## config.mk

```make
export PLATFORM = sky130hd
export DESIGN_NAME = pixel_write_arbiter
export DESIGN_NICKNAME = d
export VERILOG_FILES = /design/src/rtl/pixel_pkg.sv /design/src/rtl/burst_watchdog.sv /design/src/rtl/pixel_write_arbiter.sv
export SDC_FILE = /design/constraint.sdc
export NUM_CORES = 1
export LEC_CHECK = 0
export ABC_CLOCK_PERIOD_IN_PS = 6500
export BUFFER_PORTS_ARGS = -buffer_cell sky130_fd_sc_hd__buf_4
export CELL_PAD_IN_SITES_DETAIL_PLACEMENT = 0
export CELL_PAD_IN_SITES_GLOBAL_PLACEMENT = 1
export CORE_MARGIN = 5
export CORE_UTILIZATION = 36
export DETAILED_ROUTE_END_ITERATION = 8
export PLACE_DENSITY_LB_ADDON = 0.25
export SLEW_MARGIN = 20
export SYNTH_ARGS = -nofsm -noshare
export SYNTH_HDL_FRONTEND = slang
export SYNTH_SLANG_ARGS = --single-unit
```

## constraint.sdc

```tcl
create_clock -name clock -period 6.5 [get_ports clock]
set_input_delay 1.3 -clock clock [delete_from_list [all_inputs] [get_ports clock]]
set_output_delay 1.3 -clock clock [all_outputs]
set_load 0.05 [all_outputs]
```

## src/rtl/pixel_pkg.sv

```systemverilog
// Shared screen geometry, arbiter state encoding and colour constants.
// Imported by the pixel write arbiter and its bench.
package pixel_pkg;

  localparam int SCREEN_W = 160;
  localparam int SCREEN_H = 120;
  localparam int X_W      = 8;
  localparam int Y_W      = 7;
  localparam int COLOUR_W = 3;

  localparam logic [1:0] ST_IDLE   = 2'b00;
  localparam logic [1:0] ST_GRANT0 = 2'b01;
  localparam logic [1:0] ST_GRANT1 = 2'b10;

  localparam logic [COLOUR_W-1:0] BLACK = 3'b000;
  localparam logic [COLOUR_W-1:0] RED   = 3'b100;

endpackage

```

## src/rtl/burst_watchdog.sv

```systemverilog
// Idle-cycle counter for a granted burst.
// Ports: clock, reset, clear, enable (idle cycle), expired (limit hit).
module burst_watchdog #(
  parameter int TIMEOUT = 16
) (
  input  logic clock,
  input  logic reset,
  input  logic clear,
  input  logic enable,
  output logic expired
);

  localparam int CW = $clog2(TIMEOUT);
  localparam logic [CW-1:0] LIMIT = CW'(TIMEOUT - 1);

  logic [CW-1:0] count;

  // Fires on the TIMEOUT-th consecutive idle cycle.
  assign expired = enable && (count == LIMIT);

  always_ff @(posedge clock) begin
    if (reset || clear || expired)
      count <= '0;
    else if (enable)
      count <= count + CW'(1);
  end

endmodule

```

## src/rtl/pixel_write_arbiter.sv

```systemverilog
// Two-source burst arbiter onto the VGA adapter write port.
// Ports: s0_*/s1_* pixel streams in; x, y, colour, writeEn, grant, clip_count out.
module pixel_write_arbiter
  import pixel_pkg::*;
#(
  parameter int X_MAX   = SCREEN_W - 1,
  parameter int Y_MAX   = SCREEN_H - 1,
  parameter int TIMEOUT = 16
) (
  input  logic                clock,
  input  logic                reset,
  input  logic                s0_valid,
  input  logic                s0_last,
  input  logic [X_W-1:0]      s0_x,
  input  logic [Y_W-1:0]      s0_y,
  input  logic [COLOUR_W-1:0] s0_colour,
  output logic                s0_ready,
  input  logic                s1_valid,
  input  logic                s1_last,
  input  logic [X_W-1:0]      s1_x,
  input  logic [Y_W-1:0]      s1_y,
  input  logic [COLOUR_W-1:0] s1_colour,
  output logic                s1_ready,
  output logic [X_W-1:0]      x,
  output logic [Y_W-1:0]      y,
  output logic [COLOUR_W-1:0] colour,
  output logic                writeEn,
  output logic [1:0]          grant,
  output logic [7:0]          clip_count
);

  localparam logic [X_W-1:0] XM = X_W'(X_MAX);
  localparam logic [Y_W-1:0] YM = Y_W'(Y_MAX);

  logic [1:0] state, state_nx;
  logic       rr, rr_nx;
  logic       g0, g1;
  logic       xfer0, xfer1, xfer;
  logic       wd_en, wd_clr, wd_exp;
  logic       done0, done1;
  logic [X_W-1:0]      sel_x;
  logic [Y_W-1:0]      sel_y;
  logic [COLOUR_W-1:0] sel_c;
  logic                on_screen;

  assign g0 = (state == ST_GRANT0);
  assign g1 = (state == ST_GRANT1);

  assign s0_ready = g0;
  assign s1_ready = g1;
  assign grant    = {g1, g0};

  assign xfer0 = s0_valid && s0_ready;
  assign xfer1 = s1_valid && s1_ready;
  assign xfer  = xfer0 || xfer1;

  assign wd_en  = (g0 && !s0_valid) || (g1 && !s1_valid);
  assign wd_clr = xfer || !(g0 || g1);

  burst_watchdog #(
    .TIMEOUT (TIMEOUT)
  ) u_wd (
    .clock   (clock),
    .reset   (reset),
    .clear   (wd_clr),
    .enable  (wd_en),
    .expired (wd_exp)
  );

  // A stalled burst ends exactly like a last transfer.
  assign done0 = g0 && ((xfer0 && s0_last) || wd_exp);
  assign done1 = g1 && ((xfer1 && s1_last) || wd_exp);

  always_comb begin
    state_nx = state;
    rr_nx    = rr;
    unique case (1'b1)
      g0: begin
        if (done0) begin
          rr_nx    = 1'b1;
          state_nx = s1_valid ? ST_GRANT1 : ST_IDLE;
        end
      end
      g1: begin
        if (done1) begin
          rr_nx    = 1'b0;
          state_nx = s0_valid ? ST_GRANT0 : ST_IDLE;
        end
      end
      default: begin
        if (s0_valid && s1_valid)
          state_nx = rr ? ST_GRANT1 : ST_GRANT0;
        else if (s0_valid)
          state_nx = ST_GRANT0;
        else if (s1_valid)
          state_nx = ST_GRANT1;
      end
    endcase
  end

  always_ff @(posedge clock) begin
    if (reset) begin
      state <= ST_IDLE;
      rr    <= 1'b0;
    end else begin
      state <= state_nx;
      rr    <= rr_nx;
    end
  end

  assign sel_x = xfer1 ? s1_x      : s0_x;
  assign sel_y = xfer1 ? s1_y      : s0_y;
  assign sel_c = xfer1 ? s1_colour : s0_colour;

  assign on_screen = (sel_x <= XM) && (sel_y <= YM);

  // Position registers only move on a plotted pixel.
  always_ff @(posedge clock) begin
    if (reset) begin
      x          <= '0;
      y          <= '0;
      colour     <= BLACK;
      writeEn    <= 1'b0;
      clip_count <= '0;
    end else begin
      writeEn <= xfer && on_screen;
      if (xfer && on_screen) begin
        x      <= sel_x;
        y      <= sel_y;
        colour <= sel_c;
      end
      if (xfer && !on_screen && (clip_count != 8'hFF))
        clip_count <= clip_count + 8'd1;
    end
  end

endmodule
```

=== After elaboration in Yosys (flattened, before gate mapping) ===
Cells that the tools add are included.

* $add $sub $neg: 2
* Order comparisons: 2
* Eq/ne operators: 6
* Mux-type cells: 15
* Reductions and logical operators: 30

{| class="wikitable"
|+ Operators by type and width
! cell !! count
|-
| 1-bit logical AND || 14
|-
| 2-bit 2-to-1 mux || 7
|-
| 8-bit by 1-bit adder with 8-bit output, second input constant || 1
|-
| 8-bit <= comparator, second input constant || 1
|-
| 1-bit logical OR || 8
|-
| 8-bit 2-to-1 mux || 1
|-
| 8-bit inequality test, second input constant || 1
|-
| 7-bit <= comparator, second input constant || 1
|-
| 7-bit 2-to-1 mux || 1
|-
| 3-bit AND reduction || 2
|-
| 5-bit nonzero test || 1
|-
| 4-bit by 1-bit adder with 4-bit output, second input constant || 1
|-
| 4-bit equality test, second input constant || 1
|-
| 1-bit zero test || 4
|-
| 2-bit by 1-bit inequality test with 1-bit output, second input constant || 2
|-
| 2-bit one-hot mux with 2 select lines || 1
|-
| 1-bit 2-to-1 mux || 3
|-
| 3-bit 2-to-1 mux || 1
|-
| 2-bit by 1-bit equality test with 1-bit output, second input constant || 1
|-
| 2-bit equality test, second input constant || 1
|-
| 1-bit one-hot mux with 2 select lines || 1
|-
| 2-bit nonzero test || 1
|}

* Flip-flop bits (word level): 34
* Bits of input ports: 42
* Output and inout port bits: 31
* Word-level logic and storage cells: 63

=== Depth between registers and ports, before layout ===
Gate-level depths: netlist of run 1.

* Depth in word-level cells: 8
* Gate-level depth with buffers: 9
* Depth with buffers taken out: 7

=== Modules after synthesis ===
From an unflattened synthesis of run 1, not the netlist that was laid out.

* Cell total of the unflattened synthesis: 207
* Area total of the unflattened synthesis: 1756.7 um^2

{| class="wikitable"
|+ Modules (own cells, without submodules)
! module !! times used !! cells each !! area each (um^2) !! sequential area each (um^2)
|-
| pixel_write_arbiter || 1 || 190 || 1579.0 || 600.6
|-
| burst_watchdog || 1 || 17 || 177.7 || 80.1
|}

=== Worst setup path before layout of run 1 ===
Ideal clock, no wire load.

* Kind: input-to-reg
* Start: input s1_valid
* End: register clip_count[7]
* Library setup time: 0.071 ns
* Arrival time: 2.751 ns
* Data required time: 6.429 ns
* Setup slack: 3.679 ns
* Stages on the path: 6
* Path buffers: 1
* Path through: buf_2 > a21bo_2 > a221oi_4 > o21ai_2 > or4_1 > a21oi_1

* Word-level cells in the longest chain between the ends: 7
* Elaborated cells between the ends (all ways): 10
* Classes of those cells: order compare (2); mux (2); reduce/logical (6)

{| class="wikitable"
|+ RTL lines
! what !! RTL line !! RTL
|-
| from (decl) || pixel_write_arbiter.sv:18 || <nowiki>input logic s1_valid,</nowiki>
|-
| 1-bit logical AND (*) || pixel_write_arbiter.sv:54 || <nowiki>assign xfer1 = s1_valid && s1_ready;</nowiki>
|-
| 8-bit 2-to-1 mux / 7-bit 2-to-1 mux (equally long branches) || pixel_write_arbiter.sv:111, pixel_write_arbiter.sv:112 ||
|-
| 8-bit <= comparator / 7-bit <= comparator (equally long branches) || pixel_write_arbiter.sv:115 || <nowiki>assign on_screen = (sel_x <= XM) && (sel_y <= YM);</nowiki>
|-
| 1-bit logical AND || pixel_write_arbiter.sv:115 ||
|-
| 1-bit zero test || pixel_write_arbiter.sv:132 || <nowiki>if (xfer && !on_screen && (clip_count != 8'hFF))</nowiki>
|-
| 1-bit logical AND (*) (2 in series) || pixel_write_arbiter.sv:132 ||
|-
| to (signal assigned) || pixel_write_arbiter.sv:133 || <nowiki>clip_count <= clip_count + 8'd1;</nowiki>
|-
| to (decl) || pixel_write_arbiter.sv:29 || <nowiki>output logic [7:0] clip_count</nowiki>
|}

Every way passes the cells marked *; elsewhere a longest branch is shown, timed or not.
A chain may end at the register's enable or synchronous reset.

=== Worst setup path in the final report of run 1 ===
* Start: register state[0]
* End: register clip_count[7]

* Word-level cells in the longest chain between the ends: 8
* Elaborated cells between the ends (all ways): 13
* Classes of those cells: order compare (2); eq/ne (2); mux (2); reduce/logical (7)

{| class="wikitable"
|+ RTL lines
! what !! RTL line !! RTL
|-
| from (decl) || pixel_write_arbiter.sv:35 || <nowiki>logic [1:0] state, state_nx;</nowiki>
|-
| from (signal assigned) || pixel_write_arbiter.sv:106 || <nowiki>state <= state_nx;</nowiki>
|-
| 2-bit equality test || pixel_write_arbiter.sv:47 || <nowiki>assign g1 = (state == ST_GRANT1);</nowiki>
|-
| 1-bit logical AND || pixel_write_arbiter.sv:54 ||
|-
| 8-bit 2-to-1 mux / 7-bit 2-to-1 mux (equally long branches) || pixel_write_arbiter.sv:111, pixel_write_arbiter.sv:112 ||
|-
| 8-bit <= comparator / 7-bit <= comparator (equally long branches) || pixel_write_arbiter.sv:115 ||
|-
| 1-bit logical AND || pixel_write_arbiter.sv:115 ||
|-
| 1-bit zero test || pixel_write_arbiter.sv:132 ||
|-
| 1-bit logical AND (*) (2 in series) || pixel_write_arbiter.sv:132 ||
|}

Marks and branches as above.

==> results.toml, run 1 <==
[worst_setup_path]
worstPathRequired_ns = 6.72
cp_data_arrival_time_ns = 3.45
worstSetupEndpointType = "flip-flop"
startpoint_type = "flip-flop"
critPathSlowestCell = "ha_1"
setup.worst_path.class = "reg2reg"
slowest_delay_ns = 0.84
path_cells = "inv_1, ha_1, nand2_2, mux2i_1, o21ai_2, or4_1, a21oi_1"
cp_max_fo = 29

[timing]
min_period_over_period_pct = 49.7
hold_violations = 0
rsz0062_at_grt = "false"
fin_crit_ns = 3.23
finalMaxSlewViolations = 0
finalSetupTns_ns = 0
clock.fmax_mhz = 310
tightestPinTransition_ns = 1.04
setup_viol = 0
slew_headroom_pct = 30.9
fin_worst_skew_ns = 0.00929

[power]
leakagePower_uw = 0.000988
power_density_nw_per_um2 = 367
ir_drop_v = 0.000131

[grt]
gr-usage-met3_pct = 5.22
overflow = 0
grt_use_met2_pct = 24.5
antenna_found_initial = 0
met1_usage_pct = 19.1
grt_max_degree = 37
grt_pass1_vias = 1606
grt_use_total_pct = 15.2
grt_pass1_wl_um = 7560
gr-max-usage-layer = "met2"

[floorplan]
io_pins = 73
die_w_um = 78.7
core_area_um2 = 4660
design.die.area_um2 = 6200
die_y_um = 78.7
std_cell_rows = 25
initial_utilization_pct = 36.5

[cts]
cts_tree = "yes"
post_cts_resize_count = 0
cts_buffers = 5
clock_latency_ns = 0.28
clock_sinks = 34
cts-root-buf = "clkbuf_8"
h-tree-depth = 2
clk_pin_slew_ns = 0.07
clockBufferDepth = 2
cts_setup_buffers = 0
hold_buffers = 0

[routing]
vias = 1692
vias_per_cell = 5.19
wl_per_cell_um = 14.0
ant_nets = 0
drc = 0
drt_first_pass_iters = 4
drt_wl_total_um = 4570
drt_iter0_markers = 54

[layout]
nets = 317
n_fill_cell = 471
final_core_util_pct = 50.2
area_growth_pct = 37.6
drive_above_1_share_pct = 32.0
antenna_cells = 0

[place]
dp_hpwl_um = 3310
place_congestion = 0.771
placement.io_buffers = 72

[logic_synthesis]
synth.distinct_cells = 36
avgSynthCellArea_um2 = 8.21
synth.ff_latch_count = 34
syn_area_um2 = 1700
syn_nets = 253
syn_inst = 207
ys_warn_count = 0
yosysSeqAreaShare_pct = 40.0

[run]
maxCapViolations = 0

[status]
status = "completed"

[hold_path]
hp-class = "reg2reg"
## state kept, by name, summed over array words and instances (netlist names)
| signal | count |
|---|---|
| writeEn | 1 |
| x | 8 |
| state | 2 |
| y | 7 |
| rr | 1 |
| colour | 3 |
| u_wd.count | 4 |
| clip_count | 8 |
## critical path: cells and delay by family, from the launching register on
kind	cells	cell delay [ns]
adder cells (fa/ha/maj)	1	0.84
buffers and inverters	1	0.06
AND/OR/NAND/NOR	2	1.05
flip-flops	1	0.33
AO/OA/AOI/OAI	2	0.38
multiplexers	1	0.51
## cell families after synthesis
kind of cell               share of synthesized area (%)
DFF                                                 40.0
buffers and inverters                               5.44
AOI/OAI and AO/OA                                   20.4
muxes                                               2.35
and+or+nand+nor                                     26.8
adders and majority gates                           2.94
xor gates and xnor gates                            2.06
## cell usage after synthesis, drive strengths merged
| master | number | share of area (%) |
|---|---|---|
| nor2 | 28 | 6.2 |
| o2111ai | 1 | 0.52 |
| a31oi | 2 | 0.74 |
| o22ai | 1 | 0.37 |
| or3 | 4 | 1.5 |
| o31a | 1 | 0.52 |
| and4bb | 1 | 0.74 |
| ha | 4 | 2.9 |
| o21ai | 7 | 2.3 |
| nand4 | 3 | 1.1 |
| xnor2 | 2 | 1.0 |
| nand3 | 22 | 6.5 |
| a22oi | 1 | 0.44 |
| mux2i | 4 | 2.4 |
| nor2b | 5 | 1.8 |
| a211oi | 1 | 0.44 |
| a311oi | 18 | 9.3 |
| clkbuf | 9 | 2.0 |
| nor3 | 2 | 0.88 |
| o21ba | 1 | 0.59 |
| a21oi | 9 | 2.6 |
| nor4 | 3 | 1.1 |
| or4 | 2 | 0.88 |
| a221oi | 1 | 1.5 |
| xor2 | 2 | 1.0 |
| nand2 | 22 | 5.0 |
| o31ai | 1 | 0.44 |
| dfxtp | 34 | 40 |
| inv | 5 | 1.1 |
| buf | 7 | 2.4 |
| a21bo | 1 | 0.59 |
| and3 | 3 | 1.1 |
## cell usage in the layout, fill, tap and decap left out
cell type and count:
dfxtp_1 34, ha_1 4, o31a_1 1, nor3_4 1
buf_4 73, nand4_1 3, or3_1 4, nand3_1 22
o21ba_2 1, a211oi_1 1, mux2i_1 4, o31ai_1 1
inv_1 5, a21oi_1 9, or4_1 2, clkinv_2 1
xor2_1 2, nor4_1 3, a22oi_1 1, a21bo_2 1
a31oi_1 2, o2111ai_1 1, nor3_1 1, nand2_1 21
clkbuf_8 6, and3_1 3, o22ai_1 1, xnor2_1 2
o21ai_2 1, o21ai_0 6, a221oi_4 1, and4bb_2 1
clkbuf_1 1, nor2b_1 5, nor2_1 28, nand2_2 1
a311oi_1 18
## area by class of cell
type                    count  area (µm²)  area share, %
flip-flops and latches     34         681           29.1
well taps                  54        67.6           2.89
repair buffers             73         548           23.4
clock inverters             1        5.00          0.214
inverters                   5        18.8          0.802
clock buffers               7        86.3           3.69
multi-input cells         152         933           39.9
## where the power goes
part           switching (µW)  internal (µW)
Sequential               22.3            248
Clock                    74.2           85.4
Combinational             289            141
## per-stage QoR
stage / setup slack (ns) / hold slack, ns / instances / instance area, µm² / total power [µW]
5_1_grt: 2.95 / 0.521 / 326 / 2340 / 916
3_3_place_gp: 3.15 / 0.487 / 318 / 2250 / 705
4_1_cts: 3.27 / 0.501 / 326 / 2340 / 869
2_1_floorplan: 3.68 / 0.480 / 207 / 1700 / 592
6_report: 3.27 / 0.499 / 326 / 2340 / 860
3_5_place_dp: 3.11 / 0.491 / 318 / 2250 / 707
## routing by layer
metal / share of wire, % / routed length (µm)
met1: 46 / 2100
met2: 46 / 2110
met3: 6.7 / 306
met4: 1.2 / 53
met5: 0 / 0
## worst paths after layout
| kind | slack, ns | from | endpoint | depth (start not counted) |
|---|---|---|---|---|
| worst min-delay path | 0.50 | y[3] | y[3] | 2 |
| worst max-delay path | 3.27 | state[0] | clip_count[7] | 7 |
| worst max register to register | 3.27 | state[0] | clip_count[7] | 7 |
| worst min register to register | 0.50 | y[3] | y[3] | 2 |
Power figures use the tool's default switching activity.
==> inputs of run 2 (changes only) <==
- ABC_CLOCK_PERIOD_IN_PS: 6500 -> 2600
- CORE_UTILIZATION: 36 -> 30
- clock period: 6.5 -> 2.6 ns (I/O delays scaled with it)
==> results.toml, run 2 (synthesis gave the netlist of run 1 again) <==
[status]
status = "completed"

[cts]
cts_buffers = 5
clock_latency_ns = 0.28
cts-root-buf = "clkbuf_8"
clockBufferDepth = 2
hold_buffers = 0
post_cts_resize_count = 0
clk_pin_slew_ns = 0.07
clock_sinks = 34
cts_setup_buffers = 0
h-tree-depth = 2
cts_tree = "yes"

[floorplan]
io_pins = 73
core_area_um2 = 5510
die_w_um = 85.3
initial_utilization_pct = 30.9
std_cell_rows = 27
design.die.area_um2 = 7270
die_y_um = 85.3

[power]
p_total_uw = 2200
leakagePower_uw = 0.00102
ir_drop_v = 0.000355
power_density_nw_per_um2 = 908

[layout]
nets = 324
mostFrequentLayoutCells = "buf_4 (79), dfxtp_1 (34), nor2_1 (28)"
area_growth_pct = 42.8
drive_above_1_share_pct = 33.7
antenna_cells = 0
top_regs = "clip_count: 8 flops, x: 8 flops, y: 7 flops"
final_common_cell = "buf_4"

[routing]
vias = 1715
route.met2.wl_um = 2230
wl_met1_um = 2240
drc = 0
drt_iter0_markers = 69
wl_per_cell_um = 13.9
top_layer = "met4"
met3_length_um = 373
vias_per_cell = 4.89
drt_first_pass_iters = 4
drt_wl_total_um = 4880
ant_nets = 0

[timing]
min_period_over_period_pct = 86.8
clock.fmax_mhz = 443
fin_worst_skew_ns = 0.00390
finalMaxSlewViolations = 0
slew_headroom_pct = 70.7
rsz0062_at_grt = "false"
setup_viol = 0
finalSetupTns_ns = 0
fin_ws_ns = 0.342
tightestPinTransition_ns = 0.427
hold_violations = 0
fin_crit_ns = 2.26

[grt]
overflow = 0
grt_max_degree = 37
grt_pass1_wl_um = 7700
grt_use_total_pct = 13.1
antenna_found_initial = 0
grt_pass1_vias = 1579

[worst_setup_path]
cp_max_fo = 8
rrSetupSlack_ns = 0.34
setup.worst_path.class = "reg2reg"
startpoint_type = "flip-flop"
worstPathRequired_ns = 2.76
cp_data_arrival_time_ns = 2.42
worstSetupEndpointType = "flip-flop"

[hold_path]
hp-class = "reg2reg"

[place]
place_congestion = 0.765
dp_hpwl_um = 3580
placement.io_buffers = 72
dpl_worst_slack_ns = 0.345

[run]
maxCapViolations = 0
[run 2: worst paths after layout]
| path | startpoint | end | cells after the start |
|---|---|---|---|
| max | state[0] | state[0] | 8 |
| min | y[1] | y[1] | 2 |
| max reg2reg | state[0] | state[0] | 8 |
| min reg2reg | y[1] | y[1] | 2 |
[run 2: power by group]
group	internal [µW]	switching, µW
sequential	619	57.0
clock	214	184
combinational	398	733
[run 2: layout make-up]
cell class | instances | area [µm²]
Sequential cell | 34 | 681
Timing Repair Buffer | 80 | 613
Clock inverter | 1 | 5.00
Clock buffer | 7 | 86.3
Multi-Input combinational cell | 152 | 933
Inverter | 5 | 18.8
Fill cell | 576 | 3080
Tap cell | 72 | 90.1
[run 2: worst max-delay path, cell delays in order, from the launching register on]
cell	delay, ns
dfxtp_1	0.35
inv_1	0.05
ha_1	0.28
buf_4	0.20
nor2b_1	0.14
or4_1	0.56
a21oi_1	0.29
mux2i_1	0.22
nor2_1	0.05
[run 2: per-layer routing]
| metal | global-route usage, % | vias to the layer above |
|---|---|---|
| li1 | - | 895 |
| met1 | 16.6 | 769 |
| met2 | 20.5 | 49 |
| met3 | 5.15 | 2 |
| met4 | 4.17 | 0 |
| met5 | 0 | - |
[run 2: per-stage QoR]
step | hold slack (ns) | util, % | instances | cell area [µm²]
6_report | 0.497 | 44.1 | 351 | 2430
3_3_place_gp | 0.486 | 42.4 | 343 | 2340
5_1_grt | 0.502 | 44.1 | 351 | 2430
4_1_cts | 0.502 | 44.1 | 351 | 2430
3_5_place_dp | 0.493 | 42.4 | 343 | 2340
2_1_floorplan | 0.480 | - | 207 | 1700
